`src/rtl/dbuf_pkg.sv`:
```
// Shared definitions for the double-buffer stream writer.
//
// Contents:
//   wr_state_e  - writer FSM encoding (FILL fills the write bank, SWAP waits
//                 for the read bank to be free before swapping)
//   LEN_WIDTH   - width of frame lengths (bank address width + 1)
//   clamp_len   - maps a requested frame length to a legal one
//
// Optional feature macro used by the writer: DBUF_WR_STALL_CNT_EN.

package dbuf_pkg;

    localparam int BANK_ADDR_WIDTH_DEFAULT = 7;
    localparam int LEN_WIDTH               = BANK_ADDR_WIDTH_DEFAULT + 1;

    typedef enum logic {
        FILL = 1'b0,
        SWAP = 1'b1
    } wr_state_e;

    // A zero length or a length larger than a bank both mean "a full bank".
    function automatic int clamp_len(input int x, input int depth);
        if (x == 0 || x > depth) begin
            return depth;
        end
        return x;
    endfunction

endpackage

```
`src/rtl/dbuf_wr_addr_ctr.sv`:
```
// Write-address counter for the stream writer.
//
// Holds the word index inside the current frame (cnt) and the frame length
// latched at the last load point (len).
//
// Ports:
//   clk, rst  - clock, synchronous active-high reset (acts as a load)
//   cfg_len   - requested frame length, clamped when loaded
//   load      - restart the frame: cnt=0, len=clamp(cfg_len)
//   inc       - a word was accepted; advance unless on the last word
//   cnt       - index of the next word to be written
//   len       - current frame length (1..BANK_DEPTH)
//   last      - cnt is the final word of the frame

module dbuf_wr_addr_ctr
    import dbuf_pkg::*;
#(
    parameter int BANK_ADDR_WIDTH = 7,
    parameter int BANK_DEPTH      = 128
) (
    input  logic                     clk,
    input  logic                     rst,
    input  logic [BANK_ADDR_WIDTH:0] cfg_len,
    input  logic                     load,
    input  logic                     inc,
    output logic [BANK_ADDR_WIDTH:0] cnt,
    output logic [BANK_ADDR_WIDTH:0] len,
    output logic                     last
);

    localparam int LW = BANK_ADDR_WIDTH + 1;

    logic [LW-1:0] cfg_clamped;

    assign cfg_clamped = LW'(clamp_len(int'(cfg_len), BANK_DEPTH));

    // len is never 0, so len-1 cannot wrap.
    assign last = (cnt == len - LW'(1));

    // On the last word cnt holds at len-1; the frame is closed by the
    // writer's SWAP state, which reloads through 'load'.
    always_ff @(posedge clk) begin
        if (rst || load) begin
            cnt <= '0;
            len <= cfg_clamped;
        end else if (inc && !last) begin
            cnt <= cnt + LW'(1);
        end
    end

endmodule

```
`src/rtl/dbuf_stream_writer.sv`:
```
// Producer stage of the double buffer.
//
// Accepts a valid/ready word stream, writes each word to sequential
// addresses of the current write bank and, once a full frame is written,
// pulses switch_banks so the consumer can read it. A frame waits in SWAP
// while the read bank still holds an unconsumed frame, back-pressuring the
// stream so nothing is overwritten.
//
// Ports:
//   clk, rst      - clock, synchronous active-high reset
//   cfg_len       - frame length in words, sampled at reset and at each swap
//   s_valid/s_ready/s_data - input word stream
//   wen/wadr/wdata         - registered double-buffer write port
//   switch_banks  - one-cycle bank swap pulse
//   frame_valid   - read bank holds an unconsumed frame
//   frame_len     - length of the frame in the read bank
//   rd_done       - consumer finished the read bank
//   stall_cnt     - cycles with s_valid=1 and s_ready=0, saturating
//                   (present only when DBUF_WR_STALL_CNT_EN is defined)
//   dbg_state     - current FSM state, for observation only
//
// Build option: define DBUF_WR_STALL_CNT_EN to add the stall_cnt output.

module dbuf_stream_writer
    import dbuf_pkg::*;
#(
    parameter int DATA_WIDTH      = 64,
    parameter int BANK_ADDR_WIDTH = 7,
    parameter int BANK_DEPTH      = 128
) (
    input  logic                       clk,
    input  logic                       rst,
    input  logic [BANK_ADDR_WIDTH:0]   cfg_len,
    input  logic                       s_valid,
    output logic                       s_ready,
    input  logic [DATA_WIDTH-1:0]      s_data,
    output logic                       wen,
    output logic [BANK_ADDR_WIDTH-1:0] wadr,
    output logic [DATA_WIDTH-1:0]      wdata,
    output logic                       switch_banks,
    output logic                       frame_valid,
    output logic [BANK_ADDR_WIDTH:0]   frame_len,
    input  logic                       rd_done,
`ifdef DBUF_WR_STALL_CNT_EN
    output logic [15:0]                stall_cnt,
`endif
    output wr_state_e                  dbg_state
);

    wr_state_e                state;
    logic [BANK_ADDR_WIDTH:0] cnt;
    logic [BANK_ADDR_WIDTH:0] len;
    logic                     last;
    logic                     accept;
    logic                     swap_go;

    // Stream handshake: a word transfers on a rising edge where s_valid and
    // s_ready are both high. s_ready depends only on state and rst, never on
    // s_valid, and the producer must hold s_valid/s_data until the transfer.
    assign s_ready   = (state == FILL) && !rst;
    assign accept    = s_valid && s_ready;

    // The read bank is free when it is empty or is being released this cycle.
    assign swap_go   = (state == SWAP) && (!frame_valid || rd_done);

    assign dbg_state = state;

    dbuf_wr_addr_ctr #(
        .BANK_ADDR_WIDTH (BANK_ADDR_WIDTH),
        .BANK_DEPTH      (BANK_DEPTH)
    ) u_addr_ctr (
        .clk     (clk),
        .rst     (rst),
        .cfg_len (cfg_len),
        .load    (swap_go),
        .inc     (accept),
        .cnt     (cnt),
        .len     (len),
        .last    (last)
    );

    always_ff @(posedge clk) begin
        if (rst) begin
            state        <= FILL;
            wen          <= 1'b0;
            wadr         <= '0;
            wdata        <= '0;
            switch_banks <= 1'b0;
            frame_valid  <= 1'b0;
            frame_len    <= '0;
        end else begin
            wen          <= accept;
            switch_banks <= 1'b0;

            // Address/data only move with a write; otherwise they hold.
            if (accept) begin
                wadr  <= cnt[BANK_ADDR_WIDTH-1:0];
                wdata <= s_data;
            end

            if (state == FILL) begin
                if (accept && last) begin
                    state <= SWAP;
                end
            end else begin
                // Leaving FILL takes one edge, so the pulse always trails the
                // frame's last write by at least one cycle.
                if (swap_go) begin
                    state        <= FILL;
                    switch_banks <= 1'b1;
                    frame_valid  <= 1'b1;
                    frame_len    <= len;
                end
            end

            // A swap in the same cycle refills the read bank, so it wins.
            if (rd_done && frame_valid && !swap_go) begin
                frame_valid <= 1'b0;
            end
        end
    end

`ifdef DBUF_WR_STALL_CNT_EN
    always_ff @(posedge clk) begin
        if (rst) begin
            stall_cnt <= '0;
        end else if (s_valid && !s_ready && (stall_cnt != 16'hFFFF)) begin
            stall_cnt <= stall_cnt + 16'd1;
        end
    end
`else
    // Stall counter not built.
`endif

endmodule

```
`config.mk`:
```
export PLATFORM = sky130hd
export DESIGN_NAME = dbuf_stream_writer
export DESIGN_NICKNAME = d
export VERILOG_FILES = /design/src/rtl/dbuf_pkg.sv /design/src/rtl/dbuf_wr_addr_ctr.sv /design/src/rtl/dbuf_stream_writer.sv
export SDC_FILE = /design/constraint.sdc
export NUM_CORES = 1
export LEC_CHECK = 0
export ABC_AREA = 1
export CELL_PAD_IN_SITES_DETAIL_PLACEMENT = 2
export CELL_PAD_IN_SITES_GLOBAL_PLACEMENT = 2
export CORE_MARGIN = 2
export CORE_UTILIZATION = 24
export CTS_BUF_LIST = sky130_fd_sc_hd__clkbuf_4 sky130_fd_sc_hd__clkbuf_8
export DETAILED_ROUTE_END_ITERATION = 16
export PLACE_DENSITY = 0.89
export SYNTH_ARGS = -nofsm -noshare
export SYNTH_HDL_FRONTEND = slang
export SYNTH_SLANG_ARGS = --single-unit
export TNS_END_PERCENT = 30
```
`constraint.sdc`:
```
create_clock -name clk -period 2.1 [get_ports clk]
set_input_delay 0.21 -clock clk [delete_from_list [all_inputs] [get_ports clk]]
set_output_delay 0.21 -clock clk [all_outputs]
set_load 0.005 [all_outputs]
```
==> flow_metrics.py, run 1 <==
metrics = {
    "power_and_ir_drop": {
        "vdd_ir_drop_max_v": 0.000369,
        "power.density_nw_per_um2": 696,
        "cellLeakagePower_uw": 0.00255,
        "power_uw": 4130,
    },
    "sta": {
        "finalCriticalPeriod_ns": 1.92,
        "totalNegativeSetupSlack_ns": 0,
        "clock_skew_ns": 0.00731,
        "setup_viol": 0,
        "worst_pin_slew_ns": 0.526,
        "rsz_0062_raised_after_global_routing": "no",
        "final_hold_viol_count": 0,
        "hold-worst-slack_ns": 0.362,
        "max_slew_margin_pct": 64.8,
        "max_freq_mhz": 522,
        "report.final.slew_viol_count": 0,
        "layout_worst_path_cycle_share_pct": 91.3,
    },
    "route": {
        "final_antenna_net_count": 0,
        "dr.first_iter.drc_count": 121,
        "drt_pass_1_iters": 4,
        "per_cell_via_count_in_the_routed_design": 4.49,
        "wire_per_inst_um": 16.3,
        "routed_wl_um": 14200,
        "via_count": 3890,
        "drt_drc_violations_left": 0,
    },
    "floorplanning": {
        "initial_util_pct": 24.3,
        "die_area_um2": 17000,
        "design.portCount": 160,
        "die_w_um": 130,
        "num_rows": 46,
        "core_area_um2": 15800,
        "floorplan.die.height_um": 130,
    },
    "critical_path": {
        "cpPeakStageDelay_ns": 0.44,
        "worst-r2r-cell-count": 14,
        "r2r_setup_slack_ns": 0.18,
        "cp-endpoint": "u_addr_ctr.cnt[2]",
        "endpoint_kind": "flip-flop",
        "critical_path.max_fanout": 9,
        "type_of_origin_of_the_critical_path": "flip-flop",
        "critPathRequiredTime_ns": 2.41,
        "most_frequent_cell_on_the_critical_path": "sky130_fd_sc_hd__nand2_1",
        "critical_path_class": "flip-flop to flip-flop",
        "regToRegStartpoint": "u_addr_ctr.len[0]",
        "worstPathCellList": "inv_2, ha_4, inv_1, nand2_1, nand2_1, nand2_1, nand2_1, nor2_1, nand2_1, nor2_4, nand2_4, nand2_4, nand2_1, a21oi_1",
        "arrival_time_of_data_at_the_critical_path_endpoint_ns": 2.22,
        "worstReg2RegEnd": "u_addr_ctr.cnt[2]",
        "slowest_stage": "sky130_fd_sc_hd__edfxtp_1",
        "timing.critical_path.from": "u_addr_ctr.len[0]",
    },
    "worst_hold_path": {
        "hold_path_startpoint": "s_data[33]",
        "min-delay-path-class": "primary input to flip-flop",
    },
    "yosys": {
        "postSynthAreaPerCell_um2": 7.83,
        "netlist_area_um2": 3840,
        "synth_cells": 490,
        "seq_area_frac_synth_pct": 53.8,
        "ys_seq_elements": 99,
        "synthesis.nets": 568,
        "synth.distinct_cells": 25,
        "ys_warn_count": 0,
    },
    "clocking": {
        "clock_latency_ns": 0.38,
        "cts.path.max_buffers": 2,
        "cts_root_buffer": "sky130_fd_sc_hd__clkbuf_8",
        "cts_tree": "built",
        "clock-sinks": 99,
        "htree_num_levels": 3,
        "worst_setup_hold_path_clk_slew_ns": 0.11,
        "cts.hold.buffers_added": 0,
        "cts_inserted_buffers": 9,
    },
    "placement": {
        "dp.final_hpwl_um": 10700,
        "place_congestion": 0.803,
        "place.port_buffers": 159,
    },
    "global_routing": {
        "grt_first_pass_wirelength_um": 21500,
        "vias_in_the_first_global_route": 4302,
        "track_usage_pct": 16.4,
        "overflow": 0,
        "grt_start_max_net_pins": 75,
        "antenna_found_initial": 0,
    },
    "flow_run": {
        "max-cap-violations": 0,
    },
    "finish": {
        "diodes": 0,
        "flow.area_growth_from_synthesis_pct": 54.8,
        "drive_above_1_share_pct": 6.30,
        "n_fill_cell": 1813,
        "num-nets-final": 724,
    },
    "status": {
        "outcome": "complete, no violations",
    },
}
layer usage:
metal  wire [um]  share of wire, %  track usage (%)
met1        5580                39             17.6
met4         341               2.4             6.82
met2        7750                55             31.8
met3         498               3.5             2.73
met5           0                 0                0
logic make-up (layout without fill, tap and decap cells):
logic type | after synthesis | count (layout) | share of synthesized area, %
AND/OR/NAND/NOR | 297 | 297 | 33.2
flip-flops | 99 | 99 | 53.8
buffers and inverters | 55 | 216 | 6.07
AO/OA/AOI/OAI | 25 | 25 | 3.36
XOR/XNOR | 12 | 12 | 2.94
adder cells (fa/ha/maj) | 2 | 2 | 0.652
sequential cells by signal, indices dropped and copies added (netlist names):
name            count
u_addr_ctr.cnt      8
dbg_state           1
wadr                7
wen                 1
frame_len           8
switch_banks        1
u_addr_ctr.len      8
frame_valid         1
wdata              64
cell usage after synthesis:
| library cell | n | area share (%) |
|---|---|---|
| sky130_fd_sc_hd__nand2_1 | 182 | 18 |
| sky130_fd_sc_hd__dfxtp_1 | 91 | 47 |
| sky130_fd_sc_hd__nand3_1 | 86 | 11 |
| sky130_fd_sc_hd__inv_1 | 26 | 2.5 |
| sky130_fd_sc_hd__nor2_1 | 16 | 1.6 |
| sky130_fd_sc_hd__o21ai_0 | 13 | 1.7 |
| sky130_fd_sc_hd__a21oi_1 | 11 | 1.4 |
| sky130_fd_sc_hd__buf_2 | 9 | 1.2 |
| sky130_fd_sc_hd__clkbuf_1 | 8 | 0.78 |
| sky130_fd_sc_hd__edfxtp_1 | 8 | 6.3 |
| sky130_fd_sc_hd__xor2_1 | 7 | 1.6 |
| sky130_fd_sc_hd__buf_1 | 4 | 0.39 |
| sky130_fd_sc_hd__buf_4 | 4 | 0.78 |
| sky130_fd_sc_hd__nand4_1 | 4 | 0.65 |
| sky130_fd_sc_hd__xnor2_1 | 4 | 0.91 |
| sky130_fd_sc_hd__inv_2 | 3 | 0.29 |
| sky130_fd_sc_hd__nor2_2 | 3 | 0.49 |
| sky130_fd_sc_hd__ha_1 | 2 | 0.65 |
| sky130_fd_sc_hd__nand2_4 | 2 | 0.59 |
| sky130_fd_sc_hd__nor2_4 | 2 | 0.59 |
| sky130_fd_sc_hd__a22o_1 | 1 | 0.23 |
| sky130_fd_sc_hd__clkinv_1 | 1 | 0.098 |
| sky130_fd_sc_hd__nand2_2 | 1 | 0.16 |
| sky130_fd_sc_hd__nor4_1 | 1 | 0.16 |
| sky130_fd_sc_hd__xnor2_2 | 1 | 0.42 |
layout make-up:
class	count	area, um2	share of cell area, %
clock buffer	9	124	2.09
clock inverter	7	100	1.69
inverter	30	113	1.90
multi-input combinational	336	1560	26.2
sequential	99	2060	34.7
tap	216	270	4.55
timing repair buffer	170	1710	28.8
layout by cell type (no fill, tap or decap):
master	synthesis	routed
sky130_fd_sc_hd__nor2_4	2	2
sky130_fd_sc_hd__nand2_1	182	181
sky130_fd_sc_hd__buf_4	4	8
sky130_fd_sc_hd__ha_1	2	1
sky130_fd_sc_hd__nand3_1	86	86
sky130_fd_sc_hd__a21oi_1	11	11
sky130_fd_sc_hd__inv_1	26	26
sky130_fd_sc_hd__nand4_1	4	4
sky130_fd_sc_hd__o21ai_0	13	13
sky130_fd_sc_hd__xor2_1	7	7
sky130_fd_sc_hd__clkinv_2	0	1
sky130_fd_sc_hd__nand2_4	2	2
sky130_fd_sc_hd__xnor2_2	1	1
sky130_fd_sc_hd__bufinv_16	0	2
sky130_fd_sc_hd__clkbuf_8	0	9
sky130_fd_sc_hd__nor2_1	16	16
sky130_fd_sc_hd__inv_8	0	1
sky130_fd_sc_hd__edfxtp_1	8	8
sky130_fd_sc_hd__inv_2	3	3
sky130_fd_sc_hd__buf_12	0	3
sky130_fd_sc_hd__dfxtp_1	91	91
sky130_fd_sc_hd__clkinv_4	0	2
sky130_fd_sc_hd__clkinv_1	1	1
sky130_fd_sc_hd__inv_4	0	1
sky130_fd_sc_hd__nand2_2	1	2
sky130_fd_sc_hd__nor2_2	3	3
sky130_fd_sc_hd__nor4_1	1	1
sky130_fd_sc_hd__xnor2_1	4	4
sky130_fd_sc_hd__clkdlybuf4s50_1	0	159
sky130_fd_sc_hd__ha_4	0	1
sky130_fd_sc_hd__a22o_1	1	1
power by group:
part	leakage, uW	switching [uW]	internal [uW]	total [uW]
logic	0.00160	280	366	646
registers	0.000825	65.5	2010	2070
clock network	0.000116	730	683	1410
through the flow:
stage / util, % / instance area, um2 / setup WS (ns) / instances
after floorplan: - / 3840 / 0.472 / 490
after global placement: 36.1 / 5690 / 0.263 / 849
after detailed placement: 36.1 / 5690 / -0.0719 / 849
after CTS: 37.5 / 5910 / 0.0115 / 865
after global routing: 37.6 / 5940 / 0.0277 / 867
final: 37.6 / 5940 / 0.183 / 867
what timing repair did:
action                                  CTS  global route
buffers inserted                          0             2
endpoints found under the hold margin     0             0
endpoints found under the setup margin    0             8
resized for setup                         0             2
worst max-delay path, delay by kind of cell, from the launching register on:
family / cells / cell delay, ns
and+or+nand+nor: 10 / 0.87
DFF: 1 / 0.44
buffers and inverters: 2 / 0.20
adders and majority gates: 1 / 0.18
AOI/OAI and AO/OA: 1 / 0.15
worst min path at each step:
stage	to	slack (ns)	depth (start not counted)
CTS	wdata[33]	0.34	3
floorplan	wdata[0]	0.32	2
detailed placement	frame_len[5]	0.45	2
global placement	frame_len[5]	0.43	2
finish	wdata[33]	0.36	3
global route	wdata[39]	0.36	3
(Power assumes the default switching activity.)
==> inputs of run 2 (changes only) <==
--- a/config.mk
+++ b/config.mk
@@ -11,8 +11,9 @@
 export CORE_MARGIN = 2
 export CORE_UTILIZATION = 24
 export CTS_BUF_LIST = sky130_fd_sc_hd__clkbuf_4 sky130_fd_sc_hd__clkbuf_8
+export CTS_CLUSTER_DIAMETER = 200
 export DETAILED_ROUTE_END_ITERATION = 16
-export PLACE_DENSITY = 0.89
+export PLACE_DENSITY = 0.92
 export SYNTH_ARGS = -nofsm -noshare
 export SYNTH_HDL_FRONTEND = slang
 export SYNTH_SLANG_ARGS = --single-unit
==> run 2 against run 1 <==
  * Final area down 0.40%
  * Global-route usage up 0.67 points
  * Maximum frequency up 0.45%
  * Sequential share of layout area up 0.14 points
  * Largest cell class unchanged
  * Largest power group unchanged
  * Total power down 2.8%
==> flow_metrics.py, run 2 (synthesized netlist as in run 1, its figures left out) <==
metrics = {
    "clocking": {
        "worst_setup_hold_path_clk_slew_ns": 0.10,
        "cts_root_buffer": "sky130_fd_sc_hd__clkbuf_8",
        "cts_inserted_buffers": 9,
        "cts.hold.buffers_added": 0,
        "clock-sinks": 99,
        "cts_tree": "built",
        "clock_latency_ns": 0.37,
        "cts.path.max_buffers": 2,
        "htree_num_levels": 3,
    },
    "route": {
        "dr.first_iter.drc_count": 149,
        "per_cell_via_count_in_the_routed_design": 4.57,
        "final_antenna_net_count": 0,
        "wire_per_inst_um": 16.9,
        "drt_pass_1_iters": 4,
        "drt_drc_violations_left": 0,
        "via_count": 3949,
        "routed_wl_um": 14600,
    },
    "sta": {
        "final_hold_viol_count": 0,
        "report.final.slew_viol_count": 0,
        "worst_pin_slew_ns": 0.518,
        "hold-worst-slack_ns": 0.377,
        "clock_skew_ns": 0.00771,
        "totalNegativeSetupSlack_ns": 0,
        "max_slew_margin_pct": 65.4,
        "max_freq_mhz": 524,
        "finalCriticalPeriod_ns": 1.91,
        "rsz_0062_raised_after_global_routing": "no",
        "setup_viol": 0,
        "layout_worst_path_cycle_share_pct": 90.9,
    },
    "power_and_ir_drop": {
        "cellLeakagePower_uw": 0.00253,
        "pwr-share-comb_pct": 16.3,
        "p_int_uw": 2970,
        "share_clk_of_total_power_pct": 32.0,
        "seq_power_share_pct": 51.7,
        "power.share.switching_pct": 26.1,
        "vdd_ir_drop_max_v": 0.000248,
        "power.density_nw_per_um2": 679,
        "p_switching_uw": 1050,
    },
    "global_routing": {
        "antenna_found_initial": 0,
        "grt_start_max_net_pins": 75,
        "overflow": 0,
        "grt_first_pass_wirelength_um": 22300,
        "track_usage_pct": 17.1,
        "vias_in_the_first_global_route": 4461,
    },
    "status": {
        "outcome": "complete, no violations",
    },
    "critical_path": {
        "endpoint_kind": "flip-flop",
        "arrival_time_of_data_at_the_critical_path_endpoint_ns": 2.21,
        "critPathRequiredTime_ns": 2.40,
        "critical_path.max_fanout": 9,
        "type_of_origin_of_the_critical_path": "flip-flop",
        "critical_path_class": "flip-flop to flip-flop",
    },
    "floorplanning": {
        "design.portCount": 160,
        "core_area_um2": 15800,
        "die_area_um2": 17000,
        "initial_util_pct": 24.3,
        "die_w_um": 130,
        "floorplan.die.height_um": 130,
        "num_rows": 46,
    },
    "finish": {
        "flow.area_growth_from_synthesis_pct": 54.1,
        "mostFrequentLayoutCell": "sky130_fd_sc_hd__nand2_1",
        "largest_register_ffs": 64,
        "most-common-layout-cells": "181 x sky130_fd_sc_hd__nand2_1, 159 x sky130_fd_sc_hd__clkdlybuf4s50_1, 91 x sky130_fd_sc_hd__dfxtp_1, 86 x sky130_fd_sc_hd__nand3_1, 25 x sky130_fd_sc_hd__inv_1",
        "num-nets-final": 723,
        "diodes": 0,
        "largest-register": "wdata",
        "drive_above_1_share_pct": 6.16,
    },
    "worst_hold_path": {
        "min-delay-path-class": "primary input to flip-flop",
    },
    "flow_run": {
        "max-cap-violations": 0,
    },
    "placement": {
        "place.port_buffers": 159,
        "place_congestion": 0.758,
        "dp.final_hpwl_um": 10900,
    },
}
## run 2: cell types whose count changed in the layout (fill, tap and decap cells not counted), sizes merged
cell / change
clkinv: -1
buf: -1
inv: -1
clkbuf: +2
bufinv: -1
## run 2: per-stage QoR
stage | utilization [%] | area (um2) | setup WS [ns] | std cells | power (uW)
after global routing | 37.5 | 5910 | 0.0257 | 865 | 4220
after CTS | 37.3 | 5890 | 0.0699 | 863 | 4070
final | 37.5 | 5910 | 0.191 | 865 | 4020
after global placement | 36.1 | 5690 | 0.303 | 848 | 2720
after floorplan | - | 3840 | 0.472 | 490 | 2330
after detailed placement | 36.1 | 5690 | 0.103 | 848 | 2770
## run 2: routing by layer
metal	routed length [um]	vias up	GRT usage, %
met4	612	0	9.51
met5	0	-	0
met1	5500	1936	17.4
li1	-	1869	-
met3	528	38	2.93
met2	7950	106	32.9
## run 2: timing repair
item	CTS	global route
setup buffers	0	2
resized for setup	0	3
setup endpoints to repair	0	8
## run 2: layout make-up
class                      instances  area [um2]
inverter                          30         113
clock inverter                     4        50.0
sequential                        99        2060
timing repair buffer             169        1720
tap                              216         270
multi-input combinational        336        1560
fill                            1825        9860
clock buffer                      11         145
## run 2: final timing paths
path / start / endpoint / slack, ns / depth (start not counted)
hold reg to reg: frame_len[5] / frame_len[5] / 0.46 / 2
hold / removal: s_data[46] / wdata[46] / 0.38 / 3
setup reg to reg: u_addr_ctr.len[0] / u_addr_ctr.cnt[6] / 0.19 / 14
setup / recovery: u_addr_ctr.len[0] / u_addr_ctr.cnt[6] / 0.19 / 14
## run 2: power groups by stage
stage                     logic, uW  clock network, uW  registers, uW
after global routing            714               1410           2090
after floorplan                 211                  0           2120
after detailed placement        649                  0           2120
after global placement          611                  0           2110
final                           654               1290           2080
after CTS                       656               1330           2080
## run 2: critical path: stages (launching register included)
cell,delay [ns]
sky130_fd_sc_hd__edfxtp_1,0.44
sky130_fd_sc_hd__inv_2,0.16
sky130_fd_sc_hd__ha_4,0.18
sky130_fd_sc_hd__inv_1,0.05
sky130_fd_sc_hd__nand2_1,0.09
sky130_fd_sc_hd__nand2_1,0.07
sky130_fd_sc_hd__nand2_1,0.06
sky130_fd_sc_hd__nand2_1,0.06
sky130_fd_sc_hd__nor2_1,0.10
sky130_fd_sc_hd__nand2_1,0.10
sky130_fd_sc_hd__nor2_4,0.12
sky130_fd_sc_hd__nand2_4,0.10
sky130_fd_sc_hd__nand2_4,0.11
sky130_fd_sc_hd__nand2_1,0.06
sky130_fd_sc_hd__a21oi_1,0.14
